## src/rtl/sha_round_seq.sv

```systemverilog
// SHA-256 round sequencer: walks the round index 0..ROUNDS-1 under a per-round
// advance enable, flags the schedule phase and final round, and counts blocks.
module sha_round_seq #(
  parameter int CNT_W       = 6,
  parameter int ROUNDS      = 64,
  parameter int SCHED_WORDS = 16,
  parameter int BLK_W       = 8
) (
  input  logic             clk,
  input  logic             reset_n,
  input  logic             start,
  input  logic             cnt_en,
  input  logic             abort,
  output logic [CNT_W-1:0] cnt,
  output logic             busy,
  output logic             sched_sel,
  output logic             last,
  output logic             done,
  output logic [BLK_W-1:0] blk_cnt,
  output logic             state_dbg
);

  // Handshake: start is a request sampled only in IDLE or together with the
  // final advance; busy acknowledges it one cycle later and stays high through
  // RUN; done is a single-cycle completion pulse; abort overrides everything.

  if (ROUNDS < 2 || ROUNDS > (1 << CNT_W)) begin : g_bad_rounds
    $error("sha_round_seq: ROUNDS must satisfy 2 <= ROUNDS <= 2**CNT_W");
  end
  if (SCHED_WORDS < 1 || SCHED_WORDS > ROUNDS) begin : g_bad_sched
    $error("sha_round_seq: SCHED_WORDS must satisfy 1 <= SCHED_WORDS <= ROUNDS");
  end

  localparam logic [CNT_W-1:0] LAST_IDX  = CNT_W'(ROUNDS - 1);
  // One extra bit so SCHED_WORDS == 2**CNT_W is representable.
  localparam logic [CNT_W:0]   SCHED_LIM = (CNT_W + 1)'(SCHED_WORDS);

  typedef enum logic {
    IDLE = 1'b0,
    RUN  = 1'b1
  } state_t;

  state_t           state_q, state_d;
  logic [CNT_W-1:0] cnt_q, cnt_d;
  logic             done_q, done_d;
  logic [BLK_W-1:0] blk_q, blk_d;

  always_ff @(posedge clk or negedge reset_n) begin
    if (!reset_n) begin
      state_q <= IDLE;
      cnt_q   <= '0;
      done_q  <= 1'b0;
      blk_q   <= '0;
    end else begin
      state_q <= state_d;
      cnt_q   <= cnt_d;
      done_q  <= done_d;
      blk_q   <= blk_d;
    end
  end

  always_comb begin
    state_d = state_q;
    cnt_d   = cnt_q;
    done_d  = 1'b0;
    blk_d   = blk_q;
    if (abort) begin
      state_d = IDLE;
      cnt_d   = '0;
    end else begin
      case (state_q)
        IDLE: begin
          cnt_d = '0;
          if (start) state_d = RUN;
        end
        RUN: begin
          if (cnt_en) begin
            if (cnt_q == LAST_IDX) begin
              // Final advance; a concurrent start chains the next block.
              done_d  = 1'b1;
              blk_d   = blk_q + BLK_W'(1);
              cnt_d   = '0;
              state_d = start ? RUN : IDLE;
            end else begin
              cnt_d = cnt_q + CNT_W'(1);
            end
          end
        end
        default: begin
          state_d = IDLE;
          cnt_d   = '0;
        end
      endcase
    end
  end

  assign cnt       = cnt_q;
  assign busy      = (state_q == RUN);
  assign sched_sel = busy && ({1'b0, cnt_q} < SCHED_LIM);
  assign last      = busy && (cnt_q == LAST_IDX);
  assign done      = done_q;
  assign blk_cnt   = blk_q;
  assign state_dbg = state_q;

endmodule

```

## config.mk

```make
export PLATFORM = sky130hd
export DESIGN_NAME = sha_round_seq
export DESIGN_NICKNAME = d
export VERILOG_FILES = /design/src/rtl/sha_round_seq.sv
export SDC_FILE = /design/constraint.sdc
export NUM_CORES = 1
export LEC_CHECK = 0
export CORE_MARGIN = 1
export CORE_UTILIZATION = 25
export DETAILED_ROUTE_END_ITERATION = 12
export PLACE_DENSITY = 0.44
export SYNTH_ARGS = -nofsm -noshare
export SYNTH_HDL_FRONTEND = slang
export SYNTH_SLANG_ARGS = --single-unit
```

## constraint.sdc

```tcl
create_clock -name clk -period 2.4 [get_ports clk]
set_input_delay 0.36 -clock clk [delete_from_list [all_inputs] [get_ports clk]]
set_output_delay 0.36 -clock clk [all_outputs]
set_load 0.005 [all_outputs]
```

==> summary.txt <==
STA
  – Endpoints failing setup: 0
  – Max Clk Rate: 0.460 GHz
  – Final Max Slew Viols: 0
  – Fin crit share: 90.7%
  – Rel. slew slack: 50.9%
  – Final hold viol count: 0
  – Crit path time final: 2.18 ns
  – Clk_skew: 0.00599 ns
  – Setup TNS: 0 ns
  – RSZ-0062 raised after global routing: false
  – Slew @ Worst Pin: 0.734 ns

Critical path
  – Critical path class: reg2out
  – Cells on worst reg2reg path: 4
  – Origin of the critical flop-to-flop path: cnt[0]
  – Worst setup path startpoint: cnt[0]
  – CP cell instances: ha_1 -> inv_1 -> nor3_1 -> clkdlybuf4s50_1
  – Critical path's top delay family: buffers and inverters
  – WP buf/inv: 2
  – CP max FO: 7
  – CP Depth: 4
  – Slowest stage cell, crit path: clkdlybuf4s50_1
  – Worst path required time: 2.04 ns
  – Worst Path Arrival: 1.82 ns
  – Flop-to-flop setup slack: 0.77 ns
  – R2R Path End: blk_cnt[1]
  – Crit path largest cell delay: 0.52 ns
  – CP Launch Type: flop
  – CP Capture Type: output pin

Clock tree
  – Post-CTS Setup Inserts: 0
  – Root Buffer: clkbuf_4
  – Post-CTS sizing: 0
  – H-tree depth: 1
  – Post-CTS Hold Buffers: 0
  – CTS Buf Count: 3
  – Clk_lat worst skew: 0.28 ns
  – CTS tree: yes
  – Clock Tree Buf Depth: 2
  – TritonCTS Sinks: 16
  – Worst-path clk slew: 0.09 ns

Power and ir drop
  – Internal power contribution: 346 µW
  – Logic pwr share: 7.1%
  – Switch Pwr: 97.7 µW
  – P per Cell Area: 398 nW/µm²
  – Total power: 444 µW
  – Seq pwr share: 62.0%
  – Leak pwr: 0.000490 µW
  – Worst vdd ir: 0.000203 V
  – Power share of the clock group: 30.9%
  – Switching Fraction: 22.0%

Routing
  – Routed Antenna Nets: 0
  – DRT iter0 DRCs: 16
  – Vias: 605
  – DR pass1 iterations: 4
  – Post-detailed-route wirelength per cell: 12.3 µm
  – Total Wirelength: 1740 µm
  – DRC violation count after routing: 0
  – Vias per cell: 4.29

Logic synthesis
  – Library cells used by synthesis: 24
  – Cell Area, Synth: 826 µm²
  – Post-synthesis cell count: 74
  – Avg Synthesized Cell Area: 11.2 µm²
  – Post-Synth Simple-Gate Area: 24.4%
  – Seq cells post-synth: 16
  – Yosys warning count: 0
  – Largest family of logic cells by synthesized area: simple AND/OR/NAND/NOR gates
  – Compound-Gate Fraction of Synth Area: 5.76%
  – Post-synthesis sequential area ratio: 48.5%
  – Mapped Nets: 81
  – Adder-cell share of the synthesized area: 3.03%
  – XOR/XNOR Fraction of Synth Area: 10.6%
  – Fraction of synthesized area in multiplexers: 3.03%

Placement
  – Post-DP HPWL: 1290 µm
  – Placed Cells: 138
  – IO Port Bufs: 23
  – GP Congestion: 0.790

Cells and area
  – Cell Count, Final, Fillers Out: 141
  – Diode count: 0
  – Number of fill cells: 326
  – Layout cells sized above 1: 10.3%
  – Most frequent cells in the layout: clkdlybuf4s50_1 (23), dfrtp_1 (16), xor2_1 (8)
  – P&R area growth vs syn: 34.8%
  – Total Nets Final: 106
  – Most common cell after layout, fill and taps aside: clkdlybuf4s50_1

GRT
  – Global-route wire length before repair: 2850 µm
  – Number of global-route vias before repair: 578
  – Gr usage total: 11.2%
  – Gr ovfl total: 0
  – Antenna violations before repair: 0
  – Largest net degree at the start of global routing: 17

Job
  – Number of max-cap violations: 0

Die
  – Die H: 59.5 µm
  – Initial Utilization: 26.6%
  – Die area: 3540 µm²
  – Number of top-level pins: 24
  – Die X: 59.5 µm
  – Std cell rows: 20
  – Total core area: 3100 µm²

Worst hold path
  – Hold path depth: 1
  – Hold Path Class: reg2reg
  – Hold_sp: blk_cnt[7]
  – Hold Path Sink: blk_cnt[7]

Run status
  – Status: finished, final reports clean
==> per-stage QoR <==
step	util [%]	setup WS (ns)	hold WS, ns	area (µm²)
3_3_place_gp	35.2	0.498	0.470	1090
3_5_place_dp	35.2	0.463	0.473	1090
5_1_grt	35.9	0.0914	0.527	1110
4_1_cts	35.9	0.193	0.486	1110
2_1_floorplan	-	0.914	0.0644	826
6_report	35.9	0.224	0.478	1110
==> how the worst max path moves through the flow <==
| stage | to | slack [ns] |
|---|---|---|
| 2_1_floorplan | blk_cnt[1] | 0.91 |
| 4_1_cts | last | 0.19 |
| 6_report | last | 0.22 |
| 5_1_grt | last | 0.09 |
| 3_3_place_gp | blk_cnt[1] | 0.50 |
| 3_5_place_dp | blk_cnt[1] | 0.46 |
==> area by class of cell <==
type	count	area, µm²	area share, %
clock buffer	3	22.5	2.02
tap	44	55.1	4.94
inverter	5	18.8	1.69
sequential	16	400	36.0
timing repair buffer	23	230	20.7
multi-input combinational	50	387	34.7
==> power by group through the flow <==
stage                     combinational (µW)  sequential, µW  clock, µW
after detailed placement                32.6             280          0
after global routing                    35.3             276        160
after CTS                               32.7             275        148
after global placement                  32.9             281          0
after floorplan                         12.5             280          0
final                                   31.6             275        137
==> synthesized netlist by cell type <==
master	number	share of area, %
nand4b_2	1	1.8
inv_1	5	2.3
a21oi_1	3	1.8
nor3_1	5	3.0
a41oi_1	1	1.1
a311oi_1	1	1.1
mux2i_1	1	1.2
nor3_4	1	2.0
o21ai_0	3	1.8
or3_1	1	0.76
nor4_2	3	4.5
nand4_1	5	3.8
dfrtp_1	16	48
nand2_1	2	0.91
nor2_1	4	1.8
nand3_1	4	2.4
xnor2_1	2	2.1
xor2_1	8	8.5
mux2_4	1	1.8
nand2b_1	1	0.76
buf_4	2	1.8
nand4_4	1	2.6
buf_2	1	0.61
ha_1	2	3.0
==> logic make-up (layout without fill, tap and decap cells) <==
logic type	after synthesis	in the layout
compound gates	8	8
xor+xnor	10	10
fa+ha+maj	2	2
buf+inv	8	31
flops	16	16
mux	2	2
simple gates	28	28
==> routing by layer <==
| layer | global-route usage, % | share of wire (%) |
|---|---|---|
| met1 | 15.7 | 50 |
| met2 | 15.2 | 45 |
| met3 | 3.28 | 3.2 |
| met4 | 6.12 | 1.9 |
| met5 | 0 | 0 |
==> sequential cells by signal, indices dropped and copies added, names as in the netlist <==
| signal | cells |
|---|---|
| blk_cnt | 8 |
| busy | 1 |
| cnt | 6 |
| done | 1 |
Power figures use the tool's default switching activity.
